===== src/rtl/hex_scroll_monitor.sv =====
`default_nettype none
// ============================================================================
//  Module      : hex_scroll_monitor
//  Description : Reader-side monitor for a six-digit scrolling seven-segment
//                display. On every display update step it checks that the
//                display moved by exactly one digit in the direction set by
//                DIR. It decodes the glyph that entered the display into a
//                5-bit character code and pushes that code into a small FIFO
//                for host/debug logic to drain.
//  Revision    : 1.0 - initial release
// ----------------------------------------------------------------------------
//  Parameters
//    DEPTH      FIFO entries (power of two, 2..32)
//    DIR        0: glyphs enter at hex0 and move toward hex5
//               1: glyphs enter at hex5 and move toward hex0
//    LOCK_STEPS consecutive good steps needed to raise locked (1..15)
//  Ports
//    clk        system clock, rising edge
//    reset      synchronous reset, active low
//    step       display update strobe; hex0..hex5 already hold new values
//    hex0..hex5 active-low segment patterns, bit0 = a ... bit6 = g
//    rd_en      FIFO pop request (ignored while empty)
//    rd_data    registered popped character code
//    empty/full FIFO status
//    overflow   sticky: a write was dropped because the FIFO was full
//    char_valid one-cycle pulse, new character decoded
//    char_code  last decoded character code (holds between pulses)
//    shift_err  one-cycle pulse, step was not a one-digit shift
//    decode_err one-cycle pulse, entering glyph not in the glyph table
//    err_count  saturating count of shift errors
//    locked     LOCK_STEPS consecutive good steps seen
// ============================================================================
module hex_scroll_monitor #(
    parameter int DEPTH      = 8,
    parameter int DIR        = 0,
    parameter int LOCK_STEPS = 3
) (
    input  logic       clk,
    input  logic       reset,
    input  logic       step,
    input  logic [6:0] hex0,
    input  logic [6:0] hex1,
    input  logic [6:0] hex2,
    input  logic [6:0] hex3,
    input  logic [6:0] hex4,
    input  logic [6:0] hex5,
    input  logic       rd_en,
    output logic [4:0] rd_data,
    output logic       empty,
    output logic       full,
    output logic       overflow,
    output logic       char_valid,
    output logic [4:0] char_code,
    output logic       shift_err,
    output logic       decode_err,
    output logic [3:0] err_count,
    output logic       locked
);

    localparam int         AW        = (DEPTH > 1) ? $clog2(DEPTH) : 1;
    localparam logic [AW:0] c_FULL   = (AW+1)'(DEPTH);
    localparam logic [3:0] c_LOCK    = 4'(LOCK_STEPS);
    localparam logic [4:0] c_BAD_GLYPH = 5'd31;

    typedef enum logic [0:0] {
        S_IDLE  = 1'b0,
        S_TRACK = 1'b1
    } state_t;

    state_t        r_state;
    logic [6:0]    w_hex   [6];
    // Only the five digits that the next step will be compared against are
    // remembered; the digit that is about to scroll off is never needed.
    logic [6:0]    w_keep  [5];
    logic [6:0]    w_cmp   [5];
    logic [6:0]    r_snap  [5];
    logic [6:0]    w_enter;
    logic [4:0]    w_code;
    logic          w_shift_ok;

    logic [4:0]    r_mem   [DEPTH];
    logic [AW-1:0] r_wr_ptr;
    logic [AW-1:0] r_rd_ptr;
    logic [AW:0]   r_count;

    logic [4:0]    r_rd_data;
    logic          r_overflow;
    logic          r_char_valid;
    logic [4:0]    r_char_code;
    logic          r_shift_err;
    logic          r_decode_err;
    logic [3:0]    r_err_count;
    logic          r_locked;
    logic [3:0]    r_good_cnt;

    logic          w_step_track;
    logic          w_good;
    logic          w_bad;
    logic          w_empty;
    logic          w_full;
    logic          w_pop;
    logic          w_push;
    logic          w_drop;

    assign w_hex[0] = hex0;
    assign w_hex[1] = hex1;
    assign w_hex[2] = hex2;
    assign w_hex[3] = hex3;
    assign w_hex[4] = hex4;
    assign w_hex[5] = hex5;

    // r_snap[i] holds the old digit that should now appear in w_cmp[i].
    generate
        if (DIR == 0) begin : g_dir_up
            for (genvar gi = 0; gi < 5; gi++) begin : g_pair
                assign w_keep[gi] = w_hex[gi];
                assign w_cmp[gi]  = w_hex[gi+1];
            end
            assign w_enter = hex0;
        end else begin : g_dir_down
            for (genvar gi = 0; gi < 5; gi++) begin : g_pair
                assign w_keep[gi] = w_hex[gi+1];
                assign w_cmp[gi]  = w_hex[gi];
            end
            assign w_enter = hex5;
        end
    endgenerate

    always_comb begin
        w_shift_ok = 1'b1;
        for (int i = 0; i < 5; i++) begin
            if (w_cmp[i] != r_snap[i]) begin
                w_shift_ok = 1'b0;
            end
        end
    end

    always_comb begin
        case (w_enter)
            7'b1000000: w_code = 5'd0;
            7'b1111001: w_code = 5'd1;
            7'b0100100: w_code = 5'd2;
            7'b0110000: w_code = 5'd3;
            7'b0011001: w_code = 5'd4;
            7'b0010010: w_code = 5'd5;
            7'b0000010: w_code = 5'd6;
            7'b1111000: w_code = 5'd7;
            7'b0000000: w_code = 5'd8;
            7'b0010000: w_code = 5'd9;
            7'b0001000: w_code = 5'd10;
            7'b0000011: w_code = 5'd11;
            7'b1000110: w_code = 5'd12;
            7'b0100001: w_code = 5'd13;
            7'b0000110: w_code = 5'd14;
            7'b0001110: w_code = 5'd15;
            7'b1111111: w_code = 5'd16;
            default:    w_code = c_BAD_GLYPH;
        endcase
    end

    assign w_step_track = reset && step && (r_state == S_TRACK);
    assign w_good       = w_step_track && w_shift_ok;
    assign w_bad        = w_step_track && !w_shift_ok;
    assign w_empty      = (r_count == '0);
    assign w_full       = (r_count == c_FULL);
    // A flush on the same edge takes priority over a pop.
    assign w_pop        = rd_en && !w_empty && !w_bad;
    // When full, a write only fits if a pop frees a slot on the same edge.
    assign w_push       = w_good && (!w_full || w_pop);
    assign w_drop       = w_good && w_full && !w_pop;

    always_ff @(posedge clk) begin
        if (w_push) begin
            r_mem[r_wr_ptr] <= w_code;
        end
    end

    always_ff @(posedge clk) begin
        if (!reset) begin
            r_state      <= S_IDLE;
            for (int i = 0; i < 5; i++) begin
                r_snap[i] <= '0;
            end
            r_wr_ptr     <= '0;
            r_rd_ptr     <= '0;
            r_count      <= '0;
            r_rd_data    <= '0;
            r_overflow   <= 1'b0;
            r_char_valid <= 1'b0;
            r_char_code  <= '0;
            r_shift_err  <= 1'b0;
            r_decode_err <= 1'b0;
            r_err_count  <= '0;
            r_locked     <= 1'b0;
            r_good_cnt   <= '0;
        end else begin
            r_char_valid <= 1'b0;
            r_shift_err  <= 1'b0;
            r_decode_err <= 1'b0;

            if (step) begin
                for (int i = 0; i < 5; i++) begin
                    r_snap[i] <= w_keep[i];
                end
                case (r_state)
                    S_IDLE: begin
                        r_state <= S_TRACK;
                    end
                    S_TRACK: begin
                        if (w_shift_ok) begin
                            r_char_valid <= 1'b1;
                            r_char_code  <= w_code;
                            r_decode_err <= (w_code == c_BAD_GLYPH);
                            if (r_good_cnt != c_LOCK) begin
                                r_good_cnt <= r_good_cnt + 4'd1;
                            end
                            if (r_good_cnt >= c_LOCK - 4'd1) begin
                                r_locked <= 1'b1;
                            end
                        end else begin
                            r_shift_err <= 1'b1;
                            if (r_err_count != 4'hF) begin
                                r_err_count <= r_err_count + 4'd1;
                            end
                            r_locked   <= 1'b0;
                            r_good_cnt <= '0;
                        end
                    end
                    default: begin
                        r_state <= S_IDLE;
                    end
                endcase
            end

            if (w_bad) begin
                r_wr_ptr <= '0;
                r_rd_ptr <= '0;
                r_count  <= '0;
            end else begin
                if (w_push) begin
                    r_wr_ptr <= r_wr_ptr + 1'b1;
                end
                if (w_pop) begin
                    r_rd_ptr  <= r_rd_ptr + 1'b1;
                    r_rd_data <= r_mem[r_rd_ptr];
                end
                if (w_drop) begin
                    r_overflow <= 1'b1;
                end
                case ({w_push, w_pop})
                    2'b10:   r_count <= r_count + 1'b1;
                    2'b01:   r_count <= r_count - 1'b1;
                    default: r_count <= r_count;
                endcase
            end
        end
    end

    assign rd_data    = r_rd_data;
    assign empty      = w_empty;
    assign full       = w_full;
    assign overflow   = r_overflow;
    assign char_valid = r_char_valid;
    assign char_code  = r_char_code;
    assign shift_err  = r_shift_err;
    assign decode_err = r_decode_err;
    assign err_count  = r_err_count;
    assign locked     = r_locked;

endmodule
`default_nettype wire

===== config.mk =====
export PLATFORM = sky130hd
export DESIGN_NAME = hex_scroll_monitor
export DESIGN_NICKNAME = d
export VERILOG_FILES = /design/src/rtl/hex_scroll_monitor.sv
export SDC_FILE = /design/constraint.sdc
export NUM_CORES = 1
export LEC_CHECK = 0
export ABC_AREA = 1
export BUFFER_PORTS_ARGS = -buffer_cell sky130_fd_sc_hd__buf_2
export CORE_ASPECT_RATIO = 0.7
export CORE_MARGIN = 10
export CORE_UTILIZATION = 55
export DETAILED_ROUTE_END_ITERATION = 10
export MAX_ROUTING_LAYER = met4
export PLACE_DENSITY = 0.83
export SLEW_MARGIN = 20
export SYNTH_ARGS = -nofsm -noshare
export SYNTH_HDL_FRONTEND = slang
export SYNTH_SLANG_ARGS = --single-unit
export TNS_END_PERCENT = 5

===== constraint.sdc =====
create_clock -name clk -period 3.3 [get_ports clk]
set_clock_uncertainty 0.1 [all_clocks]
set_input_delay 0.66 -clock clk [delete_from_list [all_inputs] [get_ports clk]]
set_output_delay 0.66 -clock clk [all_outputs]
set_load 0.1 [all_outputs]

==> results.md <==
* Status: finished clean
* Final Hold Fails at 0
* Clk_lat worst skew at 0.35 ns
* Library cells used by synthesis at 38
* Worst Path Required at 3.19 ns
* Clock root buffer: clkbuf_16
* Core Util, Final at 64.06%
* Core Box Area at 0.009609 mm²
* # clock sinks at 109
* # resized after CTS at 0
* Initial DRC Count at 363
* Antenna-violating nets left at 0
* Worst reg2reg startpoint: r_snap[0][12]
* Vias/cell at 5.304
* CP Max Fanout at 6
* Final worst path period need at 2.742 ns
* Synth top area cells: edfxtp_1 (42%), dfxtp_1 (13%), nand2_1 (12%), nand3_1 (5.8%), nor2_1 (5.6%)
* IO Pins at 67
* GPL Wtd Cong at 1.058
* Initial Util at 56.02%
* Bufs on Longest Clock Path at 2
* Setup Fix Bufs, Post-CTS at 0
* Worst Hold Depth at 2
* Yosys warns at 0
* Crit share post-route at 83.08%
* WL/cell at 14.75 µm
* RSZ-0062 raised after global routing: false
* Post-synthesis net count at 685
* Tot GR Track Use at 17.54%
* Largest area contributor in the netlist: edfxtp_1
* Antenna violations before repair at 0
* Setup CP Type: input port to flop
* Number of port buffers at 66
* Hold WS at 0.3463 ns
* Yosys reg bits at 109
* Final setup fails at 0
* VDD IR max at 337.8 µV
* Max_slew headroom at 55.18%
* Max Fclk at 0.3648 GHz
* DR vias at 4429
* CP Capture Type: flop
* Final HPWL DP at 8.960 mm
* CTS H-tree lvls at 3
* Core Rows at 30
* Reg2reg path depth at 9
* Sequential share of the synthesized area at 54.49%
* CP startpoint kind: input port
* # DRC at 0
* Share of cells above drive strength 1 at 16.83%
* Syn Std Cell Area at 0.005383 mm²
* Final std cells w/o fill at 835
* R2R Setup Slk at 0.57 ns
* Setup TNS at 0 ns
* First-pass GRT wire length at 19.94 mm
* CTS Hold Buffers Added at 0
* Antenna diode count at 0
* Die Wd at 138.2 µm
* Pin count of the biggest net entering global routing at 36
* Number of buffers created by CTS at 9
* Routed WL at 12.32 mm
* Syn Area/Cell at 8.530 µm²
* TritonCTS clock tree: done
* Worst R2R End: r_mem[2][0]
* Placed insts at 819
* Slew Viols, Final at 0
* Total grt overflow at 0
* Number of max-cap violations at 0
* Leak at 2.812 nW
* Reg clk slew, reported paths at 0.07 ns
* P per Cell Area at 551.9 mW/mm²
* Die ar. at 0.01421 mm²
* Critical path arrival at 2.63 ns
* HP Start: overflow
* Vias in the first global route at 4233
* Mapped Cells at 631
* Design Power at 3.397 mW
* Final #Nets at 756
* WHS Endpoint: overflow
* Worst slew pin tran at 0.6672 ns
* Pre-antenna DRT Iters at 6
* Die height at 102.8 µm
* Hold Path Class: flop to flop
* Area growth, synth to finish at 14.37%
* Yosys top cell area share at 41.84%
[through the flow]
step	setup slack [ns]	area [µm²]
3_5_place_dp	0.2116	5872
6_report	0.5585	6156
3_3_place_gp	0.3661	5872
5_1_grt	0.3712	6156
4_1_cts	0.5514	6156
2_1_floorplan	0.3756	5383
[report_power, final]
part           switching [mW]  internal [mW]  leakage (nW)
Clock                   0.498          0.529         0.140
Combinational           0.590          0.198          1.58
Sequential             0.0453           1.54          1.09
[worst max-delay path: stages]
cell      delay, ns
buf_2          0.12
xnor2_1        0.16
nand2_1        0.08
nor3_1         0.24
nand3_1        0.18
nor2_4         0.25
o211ai_2       0.17
inv_2          0.13
nand2_2        0.11
nor3_1         0.53
[layer usage]
layer,wire length (µm),global-route usage (%)
met5,0,-
met4,142,4.847
met3,905,4.832
met2,5907,28.98
met1,5362,20.93
[placed cells by master, fill, tap and decap left out, types with 3 or more instances in the layout]
master | netlist | final
dfxtp_1 | 34 | 34
inv_2 | 6 | 6
nor4_1 | 4 | 4
o21ai_0 | 6 | 6
nand4_1 | 4 | 4
xor2_1 | 15 | 15
nand2_1 | 176 | 176
a21oi_2 | 7 | 7
xnor2_1 | 7 | 7
buf_4 | 0 | 6
nand2_2 | 5 | 5
nor3_1 | 14 | 14
nor2_1 | 80 | 80
ha_1 | 7 | 7
inv_1 | 78 | 78
nand3_2 | 3 | 3
nand3_1 | 62 | 62
buf_2 | 1 | 66
clkbuf_16 | 0 | 9
edfxtp_1 | 75 | 75
inv_6 | 1 | 4
a21oi_1 | 15 | 15
[cell families after synthesis]
kind of cell             count (synthesis)  share of synthesized area (%)
adder cells (fa/ha/maj)                  8                          1.999
XOR/XNOR                                22                          3.580
AND/OR/NAND/NOR                        358                          28.87
buffers and inverters                  101                          7.252
AO/OA/AOI/OAI                           33                          3.812
flip-flops                             109                          54.49
[flip-flops by register name, indices dropped and copies added, names as in the netlist]
name,cells
r_mem,40
r_snap,35
char_code,5
rd_data,5
err_count,4
r_count,4
r_good_cnt,4
r_rd_ptr,3
r_wr_ptr,3
char_valid,1
decode_err,1
locked,1
overflow,1
r_state,1
shift_err,1
[cell usage after synthesis (all sizes together)]
library cell and number:
dfxtp 34, nand3 65, a21oi 22, or2 1, nor2 84, fa 1, nand2 182, o22a 1
nor3b 1, xnor2 7, nor4 5, clkinv 2, nand4 5, nand3b 1, inv 87, xor2 15
o21ai 8, o211ai 2, clkbuf 5, buf 7, ha 7, edfxtp 75, nor3 14
[worst max-delay path by stage]
stage | start | endpoint | slack, ns | depth (start not counted)
finish | hex2[3] | r_mem[2][0] | 0.56 | 10
global route | r_snap[0][10] | r_mem[2][4] | 0.37 | 9
CTS | hex2[3] | r_mem[4][4] | 0.55 | 10
detailed placement | hex2[3] | r_mem[4][4] | 0.21 | 10
global placement | hex4[3] | r_mem[4][1] | 0.37 | 13
floorplan | r_count[1] | r_mem[0][0] | 0.38 | 8
[final cells by class]
type                    instances  area, µm²
clock buffers                  10      229.0
well taps                     128      160.2
multi-input cells             421       2059
flip-flops and latches        109       2933
inverters                      89      344.1
clock inverters                 6      55.05
repair buffers                 72      375.4
fillers                       747       3453
(Power assumes the default switching activity.)
